**src/rtl/finish_collector_pkg.sv**
```systemverilog
// Shared types and defaults for the finish-flag collection logic.
// Other control blocks reuse the default PU count and quiet window from here.
package finish_collector_pkg;

    typedef enum logic [2:0] {
        StIdle,
        StClear,
        StArm,
        StRun,
        StQuiet,
        StDone
    } state_e;

    localparam int unsigned DEFAULT_NUM_PU       = 4;
    localparam int unsigned DEFAULT_QUIET_CYCLES = 16;

    function automatic int unsigned clog2(input int unsigned value);
        int unsigned result;
        result = 0;
        for (int unsigned i = 0; i < 32; i++) begin
            if ((64'd1 << i) < 64'(value)) result = i + 1;
        end
        return result;
    endfunction

endpackage

```
**src/rtl/finish_collector_if.sv**
```systemverilog
// Host command/status and PU finish-flag signals of the finish collector.
// The master side is the host plus PU array; the slave side is the collector.
interface finish_collector_if #(
    parameter int unsigned NUM_PU = finish_collector_pkg::DEFAULT_NUM_PU,
    parameter int unsigned CNT_W  = 16
);

    logic              start;
    logic              abort;
    logic              host_ack;
    logic [NUM_PU-1:0] finish_in;
    logic              clear_finish;
    logic              pu_go;
    logic              busy;
    logic              iter_done;
    logic [NUM_PU-1:0] pending;
    logic [CNT_W-1:0]  iter_count;

    modport master (
        output start, abort, host_ack, finish_in,
        input  clear_finish, pu_go, busy, iter_done, pending, iter_count
    );

    modport slave (
        input  start, abort, host_ack, finish_in,
        output clear_finish, pu_go, busy, iter_done, pending, iter_count
    );

endinterface

```
**src/rtl/finish_quiet_timer.sv**
```systemverilog
// Counts consecutive all-finished cycles in QUIET; the collector FSM decides when to load/advance.
module finish_quiet_timer
    import finish_collector_pkg::*;
#(
    parameter int unsigned QUIET_CYCLES = DEFAULT_QUIET_CYCLES
) (
    input  logic clk,
    input  logic reset_n,
    input  logic load,
    input  logic enable,
    output logic expired
);

    localparam int unsigned     CntW    = clog2(QUIET_CYCLES) + 1;
    localparam logic [CntW-1:0] LastCnt = CntW'(QUIET_CYCLES - 1);

    logic [CntW-1:0] cnt_q;

    // Saturates at the last count so it never exceeds QUIET_CYCLES-1.
    always_ff @(posedge clk or negedge reset_n) begin
        if (!reset_n) begin
            cnt_q <= '0;
        end else if (load) begin
            cnt_q <= '0;
        end else if (enable && !expired) begin
            cnt_q <= cnt_q + CntW'(1);
        end
    end

    assign expired = (cnt_q == LastCnt);

endmodule

```
**src/rtl/finish_collector.sv**
```systemverilog
// Iteration controller: clears all PU finish flags, launches the PUs, waits for a
// stable all-finished window and reports completion to the host.
module finish_collector
    import finish_collector_pkg::*;
#(
    parameter int unsigned NUM_PU       = DEFAULT_NUM_PU,
    parameter int unsigned QUIET_CYCLES = DEFAULT_QUIET_CYCLES,
    parameter int unsigned CNT_W        = 16
) (
    input  logic              clk,
    input  logic              reset_n,
    finish_collector_if.slave bus
);

    state_e            state_q, state_d;
    logic              clear_q, go_q, busy_q, done_q;
    logic [NUM_PU-1:0] pending_q;
    logic [CNT_W-1:0]  count_q;
    logic              all_fin;
    logic              timer_load, timer_en, timer_expired;

    assign all_fin = &bus.finish_in;

    finish_quiet_timer #(
        .QUIET_CYCLES(QUIET_CYCLES)
    ) u_quiet_timer (
        .clk    (clk),
        .reset_n(reset_n),
        .load   (timer_load),
        .enable (timer_en),
        .expired(timer_expired)
    );

    always_comb begin
        state_d    = state_q;
        timer_load = 1'b0;
        timer_en   = 1'b0;
        if (bus.abort) begin
            state_d = StIdle;
        end else begin
            case (state_q)
                StIdle:  if (bus.start) state_d = StClear;
                StClear: state_d = StArm;
                StArm:   state_d = StRun;
                StRun: begin
                    if (all_fin) begin
                        state_d    = StQuiet;
                        timer_load = 1'b1;
                    end
                end
                StQuiet: begin
                    if (!all_fin)          state_d  = StRun;
                    else if (timer_expired) state_d = StDone;
                    else                    timer_en = 1'b1;
                end
                StDone:  if (bus.host_ack) state_d = bus.start ? StClear : StIdle;
                default: state_d = StIdle;
            endcase
        end
    end

    // Outputs are registered from the next state so they align with state_q.
    always_ff @(posedge clk or negedge reset_n) begin
        if (!reset_n) begin
            state_q   <= StIdle;
            clear_q   <= 1'b0;
            go_q      <= 1'b0;
            busy_q    <= 1'b0;
            done_q    <= 1'b0;
            pending_q <= '0;
            count_q   <= '0;
        end else begin
            state_q <= state_d;
            clear_q <= (state_d == StClear);
            go_q    <= (state_d == StArm);
            busy_q  <= (state_d inside {StClear, StArm, StRun, StQuiet});
            done_q  <= (state_d == StDone);
            // Only flags sampled while waiting, and still waiting, are reported.
            if ((state_q inside {StRun, StQuiet}) && (state_d inside {StRun, StQuiet})) begin
                pending_q <= ~bus.finish_in;
            end else begin
                pending_q <= '0;
            end
            if (state_q == StQuiet && state_d == StDone) begin
                count_q <= count_q + CNT_W'(1);
            end
        end
    end

    assign bus.clear_finish = clear_q;
    assign bus.pu_go        = go_q;
    assign bus.busy         = busy_q;
    assign bus.iter_done    = done_q;
    assign bus.pending      = pending_q;
    assign bus.iter_count   = count_q;

endmodule

```
**src/flat_wrapper.sv**
```systemverilog
// flat-port wrapper written by rule: the top's interface ports become plain ports
module finish_collector_flat import finish_collector_pkg::*;
#(
    parameter int unsigned NUM_PU       = DEFAULT_NUM_PU,
    parameter int unsigned QUIET_CYCLES = DEFAULT_QUIET_CYCLES,
    parameter int unsigned CNT_W        = 16
)
  (clk, reset_n, bus_start, bus_abort, bus_host_ack, bus_finish_in, bus_clear_finish, bus_pu_go, bus_busy, bus_iter_done, bus_pending, bus_iter_count);
  finish_collector_if #(.NUM_PU(NUM_PU), .CNT_W(CNT_W)) bus_i ();
  input  logic clk;
  input  logic reset_n;
  input wire logic [$bits(bus_i.start)-1:0] bus_start;
  input wire logic [$bits(bus_i.abort)-1:0] bus_abort;
  input wire logic [$bits(bus_i.host_ack)-1:0] bus_host_ack;
  input wire logic [$bits(bus_i.finish_in)-1:0] bus_finish_in;
  output wire logic [$bits(bus_i.clear_finish)-1:0] bus_clear_finish;
  output wire logic [$bits(bus_i.pu_go)-1:0] bus_pu_go;
  output wire logic [$bits(bus_i.busy)-1:0] bus_busy;
  output wire logic [$bits(bus_i.iter_done)-1:0] bus_iter_done;
  output wire logic [$bits(bus_i.pending)-1:0] bus_pending;
  output wire logic [$bits(bus_i.iter_count)-1:0] bus_iter_count;
  assign bus_i.start = bus_start;
  assign bus_i.abort = bus_abort;
  assign bus_i.host_ack = bus_host_ack;
  assign bus_i.finish_in = bus_finish_in;
  assign bus_clear_finish = bus_i.clear_finish;
  assign bus_pu_go = bus_i.pu_go;
  assign bus_busy = bus_i.busy;
  assign bus_iter_done = bus_i.iter_done;
  assign bus_pending = bus_i.pending;
  assign bus_iter_count = bus_i.iter_count;
  finish_collector #(.NUM_PU(NUM_PU), .QUIET_CYCLES(QUIET_CYCLES), .CNT_W(CNT_W)) u_core (.clk(clk), .reset_n(reset_n), .bus(bus_i));
endmodule
```
**config.mk**
```make
export PLATFORM = sky130hd
export DESIGN_NAME = finish_collector_flat
export DESIGN_NICKNAME = d
export VERILOG_FILES = /design/src/rtl/finish_collector_pkg.sv /design/src/rtl/finish_collector_if.sv /design/src/rtl/finish_quiet_timer.sv /design/src/rtl/finish_collector.sv /design/src/flat_wrapper.sv
export SDC_FILE = /design/constraint.sdc
export NUM_CORES = 1
export LEC_CHECK = 0
export ABC_AREA = 1
export BUFFER_PORTS_ARGS = -buffer_cell sky130_fd_sc_hd__buf_2
export CORE_MARGIN = 2
export CORE_UTILIZATION = 55
export DETAILED_ROUTE_END_ITERATION = 16
export GPL_TIMING_DRIVEN = 0
export HOLD_SLACK_MARGIN = 0.03
export PLACE_DENSITY = 0.79
export SLEW_MARGIN = 20
export SYNTH_ARGS = -nofsm -noshare
export SYNTH_HDL_FRONTEND = slang
export SYNTH_SLANG_ARGS = --single-unit
export TNS_END_PERCENT = 50
```
**constraint.sdc**
```tcl
create_clock -name clk -period 2.1 [get_ports clk]
set_input_delay 0.105 -clock clk [delete_from_list [all_inputs] [get_ports clk]]
set_output_delay 0.105 -clock clk [all_outputs]
set_load 0.01 [all_outputs]
```
# After elaboration in Yosys (flattened, before gate mapping)
# Index checks and enable logic that the tools add are counted.
# W data, S select, Z words.
[totals]
register_bits = 32
latchBits = 0
ram_bits = 0
mem_bits_ro = 0
input_bits = 9
out_inout_bits = 24
wordCells = 50
memories = 0
[op_classes]
add_sub_neg = 2
multipliers = 0
div = 0
n_lt_le_gt_ge = 0
n_eq_ne = 11
shift = 0
mux = 18
bitwise = 1
reduce_logical = 10
[ops]
columns = ["operator", "n"]
rows = [
  ["$mux W3", 6],
  ["$pmux W3 S6", 1],
  ["$add A16 B1 Y16 const B", 1],
  ["$eq A3 B2 Y1 const B", 4],
  ["$eq A3 B3 Y1 const B", 4],
  ["$mux W5", 2],
  ["$mux W1", 8],
  ["$eq A3 B1 Y1 const B", 2],
  ["$reduce_bool A2 Y1", 3],
  ["$add A5 B1 Y5 const B", 1],
  ["$eq A5 B4 Y1 const B", 1],
  ["$mux W4", 1],
  ["$not A4 Y4", 1],
  ["$reduce_and A4 Y1", 1],
  ["$reduce_bool A4 Y1", 1],
  ["$logic_and A1 B1 Y1", 3],
  ["$logic_not A3 Y1", 1],
  ["$logic_not A1 Y1", 1],
]

# Depth between registers and ports, before layout
[logic_depth]
ltp_word = 9
ltp_mapped = 13
mapped_depth_nobuf = 13

# By module
# A second synthesis with hierarchy kept.
[unflattened]
cells_unflattened = 243
hier_area_um2 = 1989.4
[modules_own_cells]
columns = ["mod", "instances", "cells_each", "area_each_um2"]
rows = [
  ["finish_collector", 1, 207, 1721.7],
  ["finish_quiet_timer", 1, 36, 267.8],
]

# Worst setup path after synthesis
# Ideal clock, no wire load.
[synth_timing]
path_type = "register to register"
start = "register u_core.u_quiet_timer.cnt_q[0]"
end = "register u_core.count_q[12], in the netlist u_core.bus.iter_count[12]"
t_arrival_ns = 1.500
required_time_ns = 1.983
slack_ns = 0.482
path_stages_with_launch = 14
cell_sequence = "dfrtp_1 -> ha_1 -> inv_1 -> nor3_1 -> ha_1 -> inv_1 -> nand2_1 -> nand2_1 -> nand3_2 -> nand2_2 -> inv_2 -> buf_6 -> nand3_1 -> nand2_1"
[synth_via]
elab_chain_len = 7
[synth_rtl]
columns = ["element", "line", "source"]
rows = [
  ["start, declared", "finish_quiet_timer.sv:17", "logic [CntW-1:0] cnt_q;"],
  ["start signal, assigned", "finish_quiet_timer.sv:26", "cnt_q <= cnt_q + CntW'(1);"],
  ["$eq A5 B4 Y1", "finish_quiet_timer.sv:30", "assign expired = (cnt_q == LastCnt);"],
  ["$mux W3", "finish_collector.sv:53", "else if (timer_expired) state_d = StDone;"],
  ["$mux W3", "finish_collector.sv:52", "if (!all_fin) state_d = StRun;"],
  ["$pmux W3 S6", "finish_collector.sv:41", "case (state_q)"],
  ["$mux W3", "finish_collector.sv:38", "if (bus.abort) begin"],
  ["$eq A3 B3 Y1", "finish_collector.sv:84", "if (state_q == StQuiet && state_d == StDone) begin"],
  ["$logic_and A1 B1 Y1", "finish_collector.sv:84", ""],
  ["end signal, assigned", "finish_collector.sv:85", "count_q <= count_q + CNT_W'(1);"],
  ["end, declared", "finish_collector.sv:18", "logic [CNT_W-1:0] count_q;"],
]
# Every way passes these cells.
# A chain may end at the register's enable or synchronous reset.

# Final worst setup path
[layout_timing]
start = "register u_core.u_quiet_timer.cnt_q[0]"
end = "register u_core.count_q[13], in the netlist u_core.bus.iter_count[13]"
# Same word-level chain as after synthesis.

==> results.json <==
{
  "status": "complete, no violations",
  "clockBufferDepth": 2,
  "port-buffer-count": 32,
  "ys_seq_elements": 32,
  "syn_nets": 236,
  "combPwrFrac_pct": 9.8,
  "yosysSeqAreaShare_pct": 45.7,
  "r2r_start": "u_core.u_quiet_timer.cnt_q[0]",
  "htree_levels": 2,
  "p_int_mw": 0.831,
  "wl_per_cell_um": 10.6,
  "rr_worst_depth": 13,
  "dp_hpwl_um": 2510,
  "skew_ns": 0.00980,
  "synth_area_mm2": 0.00175,
  "p_seq_share_pct": 57.3,
  "grt_pass1_vias": 1442,
  "crit_end": "u_core.bus.iter_count[13]",
  "rr_endpoint": "u_core.bus.iter_count[13]",
  "cts_sinks": 32,
  "hold_slack_ns": 0.0961,
  "gp_congestion": 0.845,
  "holdBufCountCts": 6,
  "grt_max_degree": 33,
  "min_period_ns": 1.82,
  "vias": 1561,
  "vdd_ir_drop_max_v": 0.000363,
  "cts_tree": "yes",
  "dr.pass1.iters": 4,
  "fin_cells": 314,
  "timing.final.crit_share_pct": 86.6,
  "final-setup-viol-count": 0,
  "cp-end-kind": "flip-flop",
  "synthDistinctLibCells": 22,
  "antenna_found_initial": 0,
  "nNetsFinal": 281,
  "fmax_ghz": 0.550,
  "drive_gt1_share_pct": 20.0,
  "crit_path_start_kind": "flip-flop",
  "setup.worst_path.start": "u_core.u_quiet_timer.cnt_q[0]",
  "hp-class": "input port to flip-flop",
  "grt_first_pass_wirelength_um": 5860,
  "die_area_mm2": 0.00365,
  "dp.cells": 300,
  "arrival_ns": 2.05,
  "drv_cap": 0,
  "slew_headroom_pct": 54.4,
  "setup_tns_ns": 0,
  "synth-warning-count": 0,
  "num_rows": 20,
  "clockPowerShare_pct": 32.9,
  "die_w_um": 60.4,
  "routed_wl_um": 3330,
  "swShare_pct": 25.8,
  "power_density_mw_per_mm2": 536,
  "grt_overflow_total": 0,
  "clk_latency_ns": 0.34,
  "io-pin-count": 33,
  "syn_to_final_growth_pct": 19.2,
  "clockRootBuffer": "clkbuf_4",
  "die_h_um": 60.4,
  "p_switching_mw": 0.289,
  "postCtsSetupRepairBufs": 0,
  "clk_pin_slew_ns": 0.10,
  "critical_path_class": "flip-flop to flip-flop",
  "vias_per_cell": 4.97,
  "required_ns": 2.33,
  "syn_avg_cell_area_um2": 7.82,
  "drc": 0,
  "slew_violations": 0,
  "post_cts_resized": 0,
  "synthCells": 224,
  "antenna_cells": 0,
  "numCtsBuffers": 5,
  "p_leak_nw": 1.14,
  "ant_nets": 0,
  "drtIter0Drc": 79,
  "worst_slew_pin_slew_ns": 0.683,
  "hold_viol_final": 0,
  "rrSetupSlack_ns": 0.28,
  "track_usage_pct": 21.5,
  "crit_path_max_fanout": 10,
  "nFillCells": 281,
  "start_util_pct": 57.4,
  "coreArea_mm2": 0.00305,
  "rsz0062_at_grt": "no"
}
worst min path at each step:
stage,cells past startpoint,slack [ns],end,startpoint
after floorplan,0,-0.19,u_core.bus.busy,reset_n
after global placement,1,0.19,u_core.bus.iter_count[0],reset_n
after detailed placement,1,0.18,u_core.bus.iter_count[0],reset_n
after CTS,4,0.09,u_core.state_q[2],bus_host_ack
after global routing,4,0.12,u_core.state_q[2],bus_host_ack
final,4,0.1,u_core.state_q[2],bus_host_ack
through the flow:
| stage | utilization, % | worst slack [ns] | cell area, um2 | power [mW] |
|---|---|---|---|---|
| floorplan | - | 0.482 | 1750 | 0.712 |
| global placement | 64.4 | 0.344 | 1970 | 0.752 |
| detailed placement | 64.4 | 0.265 | 1970 | 0.757 |
| CTS | 68.4 | 0.248 | 2090 | 1.13 |
| global route | 68.4 | 0.0653 | 2090 | 1.18 |
| finish | 68.4 | 0.281 | 2090 | 1.12 |
layout make-up:
type,count,area (um2),share of cell area (%)
well taps,44,55.1,2.64
plain buffers,3,27.5,1.32
inverters,33,124,5.93
clock inverters,2,10.0,0.479
multi-input cells,156,800,38.3
flip-flops and latches,32,801,38.3
repair buffers,38,220,10.5
clock buffers,6,51.3,2.46
critical path: stages, from the launching register on:
cell	delay, ns
dfrtp_1	0.39
ha_1	0.22
inv_1	0.08
nor3_1	0.05
ha_1	0.17
inv_1	0.08
nand2_1	0.06
nand2_1	0.08
nand3_2	0.17
nand2_2	0.11
inv_2	0.05
buf_6	0.13
nand3_1	0.07
nand2_1	0.05
placed cells by master (no fill, tap or decap), types with 5 or more instances in the layout:
| master | netlist | routed |
|---|---|---|
| xnor2_1 | 8 | 8 |
| nand3_1 | 28 | 28 |
| dfrtp_1 | 32 | 32 |
| clkbuf_4 | 0 | 5 |
| nor2_1 | 16 | 16 |
| nand2_1 | 66 | 66 |
| buf_2 | 1 | 33 |
| dlygate4sd3_1 | 0 | 6 |
| inv_1 | 30 | 30 |
| nor3_1 | 9 | 9 |
| o21ai_0 | 5 | 5 |
| xor2_1 | 6 | 6 |
routing by layer:
metal	vias to the layer above	GRT usage, %	share of wire (%)
met5	-	0	0
met4	0	11.2	1.9
met3	7	4.90	4.1
met2	36	36.0	49
met1	721	26.1	45
li1	797	-	-
cell usage after synthesis (all sizes together):
cell type | count | area [um2]
nor2 | 18 | 77.6
dfrtp | 32 | 801
nor3 | 9 | 45.0
nand2 | 69 | 267
nand4 | 3 | 18.8
a21oi | 4 | 31.3
nand3 | 30 | 168
buf | 3 | 27.5
o21ai | 5 | 25.0
inv | 33 | 124
ha | 3 | 37.5
o31ai | 1 | 7.51
xor2 | 6 | 52.6
xnor2 | 8 | 70.1
sequential cells by signal, indices dropped and copies added (netlist names):
register,count
u_core.bus.iter_done,1
u_core.state_q,3
u_core.u_quiet_timer.cnt_q,5
u_core.bus.busy,1
u_core.bus.iter_count,16
u_core.bus.pu_go,1
u_core.bus.pending,4
u_core.bus.clear_finish,1
kinds of logic (layout without fill, tap and decap cells):
kind of cell / after synthesis / in the layout / share of synthesized area, %
fa+ha+maj: 3 / 3 / 2.14
buf+inv: 36 / 82 / 8.64
simple gates: 129 / 129 / 32.9
xor+xnor: 14 / 14 / 7.00
flops: 32 / 32 / 45.7
compound gates: 10 / 10 / 3.64
power by group through the flow:
| stage | combinational (mW) | sequential, mW | clock [mW] |
|---|---|---|---|
| global route | 0.126 | 0.643 | 0.409 |
| finish | 0.110 | 0.642 | 0.368 |
| global placement | 0.0980 | 0.654 | 0 |
| CTS | 0.112 | 0.642 | 0.377 |
| detailed placement | 0.103 | 0.654 | 0 |
| floorplan | 0.0545 | 0.658 | 0 |
Note: power is estimated with default switching activity, not from simulation.
